**src/rtl/sync_fifo_if.sv**
```systemverilog
// Producer/consumer handshake bundle for sync_fifo; the FIFO takes the slave side,
// the block feeding and draining it takes the master side.
interface sync_fifo_if #(
    parameter int DSIZE = 8
);
    logic             winc;
    logic [DSIZE-1:0] wdata;
    logic             rinc;
    logic [DSIZE-1:0] rdata;
    logic             wfull;
    logic             rempty;

    modport master (
        output winc, wdata, rinc,
        input  rdata, wfull, rempty
    );

    modport slave (
        input  winc, wdata, rinc,
        output rdata, wfull, rempty
    );
endinterface

```
**src/rtl/sync_fifo.sv**
```systemverilog
// Single-clock first-word-fall-through FIFO, depth 2^ASIZE, with exact registered
// full/empty flags derived from the next-state pointers.
module sync_fifo #(
    parameter int DSIZE = 8,
    parameter int ASIZE = 4
) (
    input  logic        clk,
    input  logic        rst_n,
    sync_fifo_if.slave  bus
);
    localparam int DEPTH = 1 << ASIZE;

    logic [DSIZE-1:0] mem [DEPTH];

    // Pointers carry one extra wrap bit so full and empty stay distinguishable.
    logic [ASIZE:0] waddr_q, waddr_d;
    logic [ASIZE:0] raddr_q, raddr_d;
    logic           wfull_q, wfull_d;
    logic           rempty_q, rempty_d;
    logic           w_en, r_en;

    always_comb begin
        w_en     = bus.winc && !wfull_q && rst_n;
        r_en     = bus.rinc && !rempty_q && rst_n;
        waddr_d  = waddr_q + {{ASIZE{1'b0}}, w_en};
        raddr_d  = raddr_q + {{ASIZE{1'b0}}, r_en};
        rempty_d = (raddr_d == waddr_d);
        wfull_d  = (waddr_d[ASIZE] != raddr_d[ASIZE]) &&
                   (waddr_d[ASIZE-1:0] == raddr_d[ASIZE-1:0]);
    end

    // NOTE: sequential state uses non-blocking assignments so every register samples
    // pre-edge values; the asynchronous reset clears pointers and flags at once.
    always_ff @(posedge clk or negedge rst_n) begin
        if (!rst_n) begin
            waddr_q  <= '0;
            raddr_q  <= '0;
            wfull_q  <= 1'b0;
            rempty_q <= 1'b1;
        end else begin
            waddr_q  <= waddr_d;
            raddr_q  <= raddr_d;
            wfull_q  <= wfull_d;
            rempty_q <= rempty_d;
        end
    end

    // NOTE: the storage array has no reset; clearing the pointers already discards
    // its contents and a reset port would prevent mapping it onto RAM.
    always_ff @(posedge clk) begin
        if (w_en) begin
            mem[waddr_q[ASIZE-1:0]] <= bus.wdata;
        end
    end

    assign bus.rdata  = mem[raddr_q[ASIZE-1:0]];
    assign bus.wfull  = wfull_q;
    assign bus.rempty = rempty_q;
endmodule

```
**src/flat_wrapper.sv**
```systemverilog
// flat-port wrapper written by rule: the top's interface ports become plain ports
module sync_fifo_flat 
#(
    parameter int DSIZE = 8,
    parameter int ASIZE = 4
)
  (clk, rst_n, bus_winc, bus_wdata, bus_rinc, bus_rdata, bus_wfull, bus_rempty);
  sync_fifo_if #(.DSIZE(DSIZE)) bus_i ();
  input  logic clk;
  input  logic rst_n;
  input wire logic [$bits(bus_i.winc)-1:0] bus_winc;
  input wire logic [$bits(bus_i.wdata)-1:0] bus_wdata;
  input wire logic [$bits(bus_i.rinc)-1:0] bus_rinc;
  output wire logic [$bits(bus_i.rdata)-1:0] bus_rdata;
  output wire logic [$bits(bus_i.wfull)-1:0] bus_wfull;
  output wire logic [$bits(bus_i.rempty)-1:0] bus_rempty;
  assign bus_i.winc = bus_winc;
  assign bus_i.wdata = bus_wdata;
  assign bus_i.rinc = bus_rinc;
  assign bus_rdata = bus_i.rdata;
  assign bus_wfull = bus_i.wfull;
  assign bus_rempty = bus_i.rempty;
  sync_fifo #(.DSIZE(DSIZE), .ASIZE(ASIZE)) u_core (.clk(clk), .rst_n(rst_n), .bus(bus_i));
endmodule
```
**config.mk**
```make
export PLATFORM = sky130hd
export DESIGN_NAME = sync_fifo_flat
export DESIGN_NICKNAME = d
export VERILOG_FILES = /design/src/rtl/sync_fifo_if.sv /design/src/rtl/sync_fifo.sv /design/src/flat_wrapper.sv
export SDC_FILE = /design/constraint.sdc
export NUM_CORES = 1
export LEC_CHECK = 0
export ABC_AREA = 1
export BUFFER_PORTS_ARGS = -buffer_cell sky130_fd_sc_hd__buf_2
export CAP_MARGIN = 10
export CORE_MARGIN = 2
export CORE_UTILIZATION = 48
export DETAILED_ROUTE_END_ITERATION = 8
export MAX_ROUTING_LAYER = met4
export PLACE_DENSITY = 0.72
export REMOVE_ABC_BUFFERS = 1
export SYNTH_ARGS = -nofsm -noshare
export SYNTH_HDL_FRONTEND = slang
export SYNTH_SLANG_ARGS = --single-unit
```
**constraint.sdc**
```tcl
create_clock -name clk -period 1.55 [get_ports clk]
set_input_delay 0.155 -clock clk [delete_from_list [all_inputs] [get_ports clk]]
set_output_delay 0.155 -clock clk [all_outputs]
set_load 0.01 [all_outputs]
```
==> impl_summary.log, run 1 <==
[metrics] number of flops mapped to enable cells by yosys: 128
[metrics] number of hold-slack violations in the final timing report: 0
[metrics] TritonCTS Buffers: 17
[metrics] largest driver fanout on the critical path: 13
[metrics] Top Metal Used: met4
[metrics] Die H: 115 µm
[metrics] worst setup slack after placement: -75.7 ps
[metrics] DR WL met2: 6.98 mm
[metrics] count of distinct cell types in the synthesized netlist: 29
[metrics] crit path DAT: 1870 ps
[metrics] maximum number of pins on one net before global-route repair: 28
[metrics] io pins: 22
[metrics] final critical delay including setup and external delays: 2020 ps
[metrics] Yosys reg bits: 140
[metrics] final worst slack: -474 ps
[metrics] Post-Route Skew: 9.74 ps
[metrics] classification of the worst setup path: flip-flop to output port
[metrics] primary flip-flop cell chosen by synthesis mapping: sky130_fd_sc_hd__edfxtp_1
[metrics] Ys Warns: 0
[metrics] PwrDens: 1890 mW/mm²
[metrics] setup repair after global routing missed its margin: yes
[metrics] sequential-to-total area share from yosys stat: 69.7%
[metrics] Crit. End Element: output port
[metrics] post-synthesis instance total: 519
[metrics] placeable core region: 0.0121 mm²
[metrics] grt ovf: 0
[metrics] slew margin rel.: 75.4%
[metrics] post-detailed-routing wire length: 13.4 mm
[metrics] startpoint kind of the worst setup timing path: flip-flop
[metrics] routed via count divided by cell count: 5.27
[metrics] post-route insts no fill: 756
[metrics] number of global-route vias before repair: 3851
[metrics] Starting Density: 49.3%
[metrics] fraction of the cycle the final worst path needs: 131%
[metrics] Overall Global Routing Usage: 22.0%
[metrics] violated checks: negative setup slack
[metrics] Pre-Repair DR Iteration Count: 5
[metrics] First DRT Iteration DRCs: 382
[metrics] diode count: 0
[metrics] Port-buffer cells: 21
[metrics] count of clock tree sinks: 140
[metrics] leading cell type in the layout, fill and taps excluded: sky130_fd_sc_hd__edfxtp_1
[metrics] timing-limited maximum frequency: 494 MHz
[metrics] drt drc: 0
[metrics] FFs w/ async S/R, synth: 8.57%
[metrics] leakage: 0.00277 µW
[metrics] width of the chip: 115 µm
[metrics] sequential standard cell area: 0.00415 mm²
[metrics] VDD IR-drop max: 0.00111 V
[metrics] remaining antenna violation count: 0
[metrics] required time at the endpoint of the critical path: 1390 ps
[metrics] count of final setup violators: 10
[metrics] layout cells sized above 1: 23.0%
[metrics] Root Driver: sky130_fd_sc_hd__clkbuf_16
[metrics] Clk pin slew, worst setup/hold paths: 60 ps
[metrics] class of the tightest hold or removal check: input pin to flip-flop
[metrics] Slew @ Worst Pin: 369 ps
[metrics] Netlist Area Pre-Place: 0.00595 mm²
[metrics] routed metal-1 wire length: 5.52 mm
[metrics] wire length of the first global-routing pass: 20.3 mm
[metrics] area of the multi-input gates: 0.00160 mm²
[metrics] clock insertion delay at the later pin of the skew report: 420 ps
[metrics] weighted congestion reported at the end of routability-driven placement: 0.845
[metrics] fin nets: 591
[metrics] dpl hpwl: 8.56 mm
[metrics] Max Slew Vio Count: 0
[metrics] number of rows in the core area: 40
[metrics] length of routed met3 wiring: 569 µm
[metrics] max-cap violation count: 0
[metrics] CTS tree: built
[metrics] result of the run: complete, but fails checks
[metrics] full die area: 0.0133 mm²
[metrics] WL per Instance: 17.8 µm
[metrics] mean area per synthesized cell: 11.5 µm²
[metrics] leading cell types in the layout, fill and taps excluded: sky130_fd_sc_hd__edfxtp_1, sky130_fd_sc_hd__nor2_1, sky130_fd_sc_hd__nand2_1
[metrics] signed area change from the synthesized netlist to the final layout: 21.0%
[metrics] deepest clock path buffer count: 2
[metrics] number of vias after detailed routing: 3984
[metrics] Pwr Total: 13600 µW
[metrics] # fillers: 943
[metrics] H-Tree Depth: 4
[metrics] Inst Count DP: 720
[metrics] initial antenna violation count: 0
-- metrics by stage --
| stage | cell area [µm²] | hold slack [ps] | setup TNS [ps] | utilization [%] |
|---|---|---|---|---|
| global route | 7200 | 142 | -4650 | 59.7 |
| finish | 7200 | 146 | -3600 | 59.7 |
| CTS | 7090 | 138 | -3460 | 58.8 |
| detailed placement | 6410 | 100 | -174 | 53.1 |
| floorplan | 5750 | -141 | -16390 | - |
| global placement | 6410 | 90.4 | -13.1 | 53.1 |
-- logic make-up (layout without fill, tap and decap cells) --
logic type / after synthesis / in the layout / share of synthesized area [%]
AOI/OAI and AO/OA: 58 / 58 / 5.55
xor gates and xnor gates: 3 / 3 / 0.442
adders and majority gates: 4 / 4 / 0.841
buffers and inverters: 59 / 128 / 5.59
DFF: 140 / 140 / 69.7
and+or+nand+nor: 255 / 255 / 17.9
-- metal layers --
layer  track usage, %  up-vias
met1             26.0     1952
met5                -        -
met4             9.24        0
li1                 -     1900
met2             35.9      107
met3             5.85       25
-- cell type report --
| class | instances | area share, % |
|---|---|---|
| clock buffers | 22 | 6.45 |
| clock inverters | 10 | 1.95 |
| inverters | 34 | 1.86 |
| multi-input cells | 320 | 22.2 |
| flip-flops and latches | 140 | 57.6 |
| well taps | 168 | 2.92 |
| repair buffers | 62 | 7.09 |
-- state kept, by name, summed over array words and instances (netlist names) --
signal             flops
u_core.mem           128
u_core.waddr_q         5
u_core.bus.wfull       1
u_core.bus.rempty      1
u_core.raddr_q         5
-- final timing paths --
| path | startpoint | endpoint | slack (ps) | cells past startpoint |
|---|---|---|---|---|
| worst min register to register | u_core.raddr_q[4] | u_core.raddr_q[4] | 550 | 2 |
| max in group asynchronous | rst_n | u_core.bus.rempty | 1050 | 3 |
| worst min-delay path | bus_wdata[2] | u_core.mem[8][2] | 150 | 1 |
| min in group asynchronous | rst_n | u_core.raddr_q[4] | 250 | 3 |
| worst max register to register | u_core.bus.wfull | u_core.bus.wfull | -40 | 8 |
| worst max-delay path | u_core.raddr_q[0] | bus_rdata[3] | -470 | 9 |
-- worst max-delay path: stages, from the launching register on --
cell,delay [ps]
sky130_fd_sc_hd__dfrtp_2,500
sky130_fd_sc_hd__buf_4,180
sky130_fd_sc_hd__clkbuf_16,160
sky130_fd_sc_hd__nor2_1,100
sky130_fd_sc_hd__nor2_1,40
sky130_fd_sc_hd__o21ai_1,70
sky130_fd_sc_hd__nand3_1,100
sky130_fd_sc_hd__nand3_1,110
sky130_fd_sc_hd__nand2_1,60
sky130_fd_sc_hd__buf_2,140
-- cell usage after synthesis, types with 2 or more instances --
library cell	number	area share [%]
sky130_fd_sc_hd__nand2_1	87	5.5
sky130_fd_sc_hd__inv_1	28	1.8
sky130_fd_sc_hd__buf_8	2	0.50
sky130_fd_sc_hd__o21ai_1	15	1.3
sky130_fd_sc_hd__clkbuf_2	2	0.17
sky130_fd_sc_hd__buf_2	6	0.50
sky130_fd_sc_hd__buf_6	7	1.3
sky130_fd_sc_hd__nand2_2	6	0.63
sky130_fd_sc_hd__xnor2_1	2	0.29
sky130_fd_sc_hd__nand3_1	60	5.0
sky130_fd_sc_hd__o21ai_0	25	2.1
sky130_fd_sc_hd__edfxtp_1	128	65
sky130_fd_sc_hd__dfrtp_1	11	4.6
sky130_fd_sc_hd__a21oi_1	2	0.17
sky130_fd_sc_hd__buf_4	6	0.76
sky130_fd_sc_hd__o211ai_1	16	2.0
sky130_fd_sc_hd__ha_1	4	0.84
sky130_fd_sc_hd__nor2_1	98	6.2
sky130_fd_sc_hd__inv_2	4	0.25
-- what timing repair did --
item	in CTS	in global routing
setup endpoints to repair	20	104
cloned	0	1
buffers inserted	0	2
endpoints found under the hold margin	12	0
gates resized for setup	19	22
hold buffers	1	0
pin swaps	2	2
-- power breakdown --
| part | switching, µW | leakage (µW) | internal, µW |
|---|---|---|---|
| Combinational | 2950 | 0.00117 | 1810 |
| Clock | 1460 | 0.000299 | 2620 |
| Sequential | 278 | 0.00130 | 4450 |
(Power assumes the default switching activity.)
==> inputs of run 2 (changes only) <==
--- a/config.mk
+++ b/config.mk
@@ -5,7 +5,6 @@
 export SDC_FILE = /design/constraint.sdc
 export NUM_CORES = 1
 export LEC_CHECK = 0
-export ABC_AREA = 1
 export BUFFER_PORTS_ARGS = -buffer_cell sky130_fd_sc_hd__buf_2
 export CAP_MARGIN = 10
 export CORE_MARGIN = 2
@@ -13,6 +12,7 @@
 export DETAILED_ROUTE_END_ITERATION = 8
 export MAX_ROUTING_LAYER = met4
 export PLACE_DENSITY = 0.72
+export RECOVER_POWER = 25
 export REMOVE_ABC_BUFFERS = 1
 export SYNTH_ARGS = -nofsm -noshare
 export SYNTH_HDL_FRONTEND = slang
==> run 2 against run 1 <==
The flow still finishes with violations (negative setup slack). Register-to-register slack got worse by 440 ps. Utilization rose by 5.2 points. Sequential share of layout area fell by 0.83 points. Sequential power barely moved. Non-clock buffer count rose by 22. Clock power rose by 7.1%. Clock-buffer cell count fell by 5. Design area rose by 1.5%. Combinational power fell by 4%. Global-route usage fell by 2.1 points.
==> impl_summary.log, run 2 <==
[metrics] hold-critical path depth: 1 (unchanged)
[metrics] post-layout utilization of the core: 64.9% (was 59.7%)
[metrics] primary flip-flop cell chosen by synthesis mapping: sky130_fd_sc_hd__edfxtp_1 (unchanged)
[metrics] leading cell types in the layout, fill and taps excluded: sky130_fd_sc_hd__edfxtp_1, sky130_fd_sc_hd__mux4_2, sky130_fd_sc_hd__buf_4 (was sky130_fd_sc_hd__edfxtp_1, sky130_fd_sc_hd__nor2_1, sky130_fd_sc_hd__nand2_1)
[metrics] area of the multi-input gates: 0.00155 mm² (was 0.00160 mm²)
[metrics] width of the chip: 111 µm (was 115 µm)
[metrics] setup repair after global routing missed its margin: yes (unchanged)
[metrics] initial antenna violation count: 1 (was 0)
[metrics] Design Area, Final: 0.00731 mm² (was 0.00720 mm²)
[metrics] Crit. End Element: output port (unchanged)
[metrics] leakage: 0.00255 µW (was 0.00277 µW)
[metrics] VDD IR-drop max: 0.00104 V (was 0.00111 V)
[metrics] mean area per synthesized cell: 20.5 µm² (was 11.5 µm²)
[metrics] result of the run: complete, but fails checks (unchanged)
[metrics] share of the synthesized area in the top cell type: 70.0% (was 64.6%)
[metrics] signed area change from the synthesized netlist to the final layout: 33.1% (was 21.0%)
[metrics] sequential-to-total area share from yosys stat: 75.4% (was 69.7%)
[metrics] deepest clock path buffer count: 2 (unchanged)
[metrics] cells along the critical path: buf_12 > mux4_2 > a22oi_2 > nand2_1 > buf_2 (was buf_4 > clkbuf_16 > nor2_1 > nor2_1 > o21ai_1 > nand3_1 > nand3_1 > nand2_1 > buf_2)
[metrics] remaining antenna violation count: 0 (unchanged)
[metrics] final critical delay including setup and external delays: 2210 ps (was 2020 ps)
[metrics] FFs w/ async S/R, synth: 8.57% (unchanged)
[metrics] placeable core region: 0.0113 mm² (was 0.0121 mm²)
[metrics] flop2flop setup slack: -480 ps (was -40 ps)
[metrics] Netlist Area Pre-Place: 0.00549 mm² (was 0.00595 mm²)
[metrics] dpl hpwl: 6.94 mm (was 8.56 mm)
[metrics] number of global-route vias before repair: 3115 (was 3851)
[metrics] Slew @ Worst Pin: 785 ps (was 369 ps)
[metrics] class of the tightest hold or removal check: input pin to flip-flop (unchanged)
[metrics] classification of the worst setup path: flip-flop to output port (unchanged)
[metrics] # fillers: 720 (was 943)
[metrics] largest driver fanout on the critical path: 13 (unchanged)
[metrics] Yosys reg bits: 140 (unchanged)
[metrics] WL per Instance: 22.7 µm (was 17.8 µm)
[metrics] fraction of the cycle the final worst path needs: 143% (was 131%)
[metrics] First DRT Iteration DRCs: 166 (was 382)
[metrics] Starting Density: 48.7% (was 49.3%)
[metrics] number of hold-slack violations in the final timing report: 0 (unchanged)
[metrics] Post-Route Skew: 8.85 ps (was 9.74 ps)
[metrics] grt ovf: 0 (unchanged)
[metrics] Clk pin slew, worst setup/hold paths: 60 ps (about the same)
[metrics] drt drc: 0 (unchanged)
[metrics] Critical Path Slowest Stage Cell: sky130_fd_sc_hd__mux4_2 (was sky130_fd_sc_hd__dfrtp_2)
[metrics] final worst slack: -664 ps (was -474 ps)
[metrics] startpoint kind of the worst setup timing path: flip-flop (unchanged)
[metrics] weighted congestion reported at the end of routability-driven placement: 0.749 (was 0.845)
[metrics] PwrDens: 1880 mW/mm² (was 1890 mW/mm²)
[metrics] reg2reg end: u_core.bus.rempty (was u_core.bus.wfull)
[metrics] count of final setup violators: 138 (was 10)
[metrics] top cells by area, synth: sky130_fd_sc_hd__edfxtp_1, sky130_fd_sc_hd__mux4_2, sky130_fd_sc_hd__dfrtp_1 (was sky130_fd_sc_hd__edfxtp_1, sky130_fd_sc_hd__nor2_1, sky130_fd_sc_hd__nand2_1)
[metrics] wire length of the first global-routing pass: 17.2 mm (was 20.3 mm)
[metrics] required time at the endpoint of the critical path: 1390 ps (about the same)
[metrics] crit path DAT: 2060 ps (was 1870 ps)
[metrics] Port-buffer cells: 21 (unchanged)
[metrics] Overall Global Routing Usage: 19.9% (was 22.0%)
[metrics] Setup Total Neg Slack: -21860 ps (was -3600 ps)
[metrics] TritonCTS Buffers: 17 (unchanged)
[metrics] leading cell type by number of instances after synthesis: sky130_fd_sc_hd__edfxtp_1 (unchanged)
[metrics] biggest area consumer among synthesized cells: sky130_fd_sc_hd__edfxtp_1 (unchanged)
[metrics] io pins: 22 (unchanged)
[metrics] hold path start: bus_wdata[4] (was bus_wdata[2])
[metrics] Max Slew Vio Count: 0 (unchanged)
[metrics] violated checks: negative setup slack (unchanged)
[metrics] slew margin rel.: 47.5% (was 75.4%)
[metrics] post-synthesis instance total: 268 (was 519)
[metrics] maximum number of pins on one net before global-route repair: 30 (was 28)
[metrics] most frequent cells after synthesis: sky130_fd_sc_hd__edfxtp_1, sky130_fd_sc_hd__mux4_2, sky130_fd_sc_hd__a22oi_1 (was sky130_fd_sc_hd__edfxtp_1, sky130_fd_sc_hd__nor2_1, sky130_fd_sc_hd__nand2_1)
[metrics] max-cap violation count: 0 (unchanged)
[metrics] Die H: 111 µm (was 115 µm)
[metrics] fin nets: 373 (was 591)
[metrics] H-Tree Depth: 4 (unchanged)
[metrics] number of rows in the core area: 39 (was 40)
[metrics] worst stage delay on the critical path: 530 ps (was 500 ps)
[metrics] R2R cell count: 8 (unchanged)
[metrics] Pre-Repair DR Iteration Count: 4 (was 5)
[metrics] sequential standard cell area: 0.00415 mm² (about the same)
[metrics] Root Driver: sky130_fd_sc_hd__clkbuf_16 (unchanged)
[metrics] Pwr Total: 13700 µW (was 13600 µW)
[metrics] full die area: 0.0123 mm² (was 0.0133 mm²)
[metrics] routed via count divided by cell count: 5.54 (was 5.27)
[metrics] clock insertion delay at the later pin of the skew report: 410 ps (was 420 ps)
[metrics] Worst R2R Start: u_core.bus.wfull (unchanged)
[metrics] number of flops mapped to enable cells by yosys: 128 (unchanged)
[metrics] endpoint with the worst hold slack: u_core.mem[3][4] (was u_core.mem[8][2])
[metrics] timing-limited maximum frequency: 452 MHz (was 494 MHz)
[metrics] count of distinct cell types in the synthesized netlist: 32 (was 29)
[metrics] number of flip-flops in the largest register: 128 (unchanged)
[metrics] leading cell type in the layout, fill and taps excluded: sky130_fd_sc_hd__edfxtp_1 (unchanged)
[metrics] Ys Warns: 0 (unchanged)
[metrics] post-detailed-routing wire length: 11.6 mm (was 13.4 mm)
[metrics] Placed Area: 0.00613 mm² (was 0.00641 mm²)
[metrics] layout cells sized above 1: 52.0% (was 23.0%)
[metrics] count of clock tree sinks: 140 (unchanged)
[metrics] number of vias after detailed routing: 2840 (was 3984)
[metrics] CTS tree: built (unchanged)
## run 2: worst max-delay path by stage
| stage | startpoint | end |
|---|---|---|
| after global routing | u_core.raddr_q[0] | bus_rdata[4] |
| after global placement | u_core.bus.wfull | u_core.bus.wfull |
| final | u_core.raddr_q[0] | bus_rdata[1] |
| after floorplan | u_core.raddr_q[0] | u_core.bus.rempty |
| after CTS | u_core.raddr_q[0] | bus_rdata[6] |
| after detailed placement | u_core.bus.wfull | u_core.bus.rempty |
## run 2: critical path, delay by kind of cell, from the launching register on
kind / cells / cell delay (ps)
buf+inv: 2 / 330
mux: 1 / 530
compound gates: 1 / 240
simple gates: 1 / 110
flops: 1 / 420
## run 2: routing by layer
metal | wire length (µm) | vias to the layer above | GRT usage (%)
li1 | - | 1262 | -
met1 | 4420 | 1481 | 22.8
met2 | 6450 | 75 | 34.2
met3 | 461 | 22 | 4.54
met4 | 316 | 0 | 8.25
met5 | 0 | - | -
## run 2: area by class of cell
cell class	instances	area share, %
antenna	1	0.0342
clock inverter	14	2.94
tap	143	2.45
clock buffer	17	5.82
inverter	3	0.154
multi-input combinational	111	21.3
sequential	140	56.8
timing repair buffer	84	10.6
## run 2: stage by stage
step	instances	hold WS [ps]	worst slack, ps
2_1_floorplan	254	-141	-1330
3_3_place_gp	466	202	-489
3_5_place_dp	466	207	-546
4_1_cts	506	128	-696
5_1_grt	513	144	-757
6_report	513	138	-664
## run 2: cell families (layout without fill, tap and decap cells)
| logic type | count (synthesis) | in the layout | share of synthesized area, % |
|---|---|---|---|
| mux | 32 | 32 | 13.1 |
| fa+ha+maj | 4 | 4 | 0.911 |
| flops | 140 | 140 | 75.4 |
| xor+xnor | 12 | 12 | 2.51 |
| buf+inv | 17 | 118 | 1.48 |
| simple gates | 47 | 47 | 4.35 |
| other cells | 0 | 1 | 0 |
| compound gates | 16 | 16 | 2.19 |
## run 2: where the power goes
group | switching [µW] | internal (µW)
registers | 309 | 4450
logic | 2220 | 2360
clock network | 1520 | 2850
## run 2: what timing repair did
| item | in CTS | in global routing |
|---|---|---|
| endpoints found under the hold margin | 12 | 0 |
| pin swaps | 10 | 11 |
| setup endpoints to repair | 97 | 127 |
| gates resized for setup | 67 | 33 |
| hold buffers | 1 | 0 |
| buffers inserted | 9 | 7 |
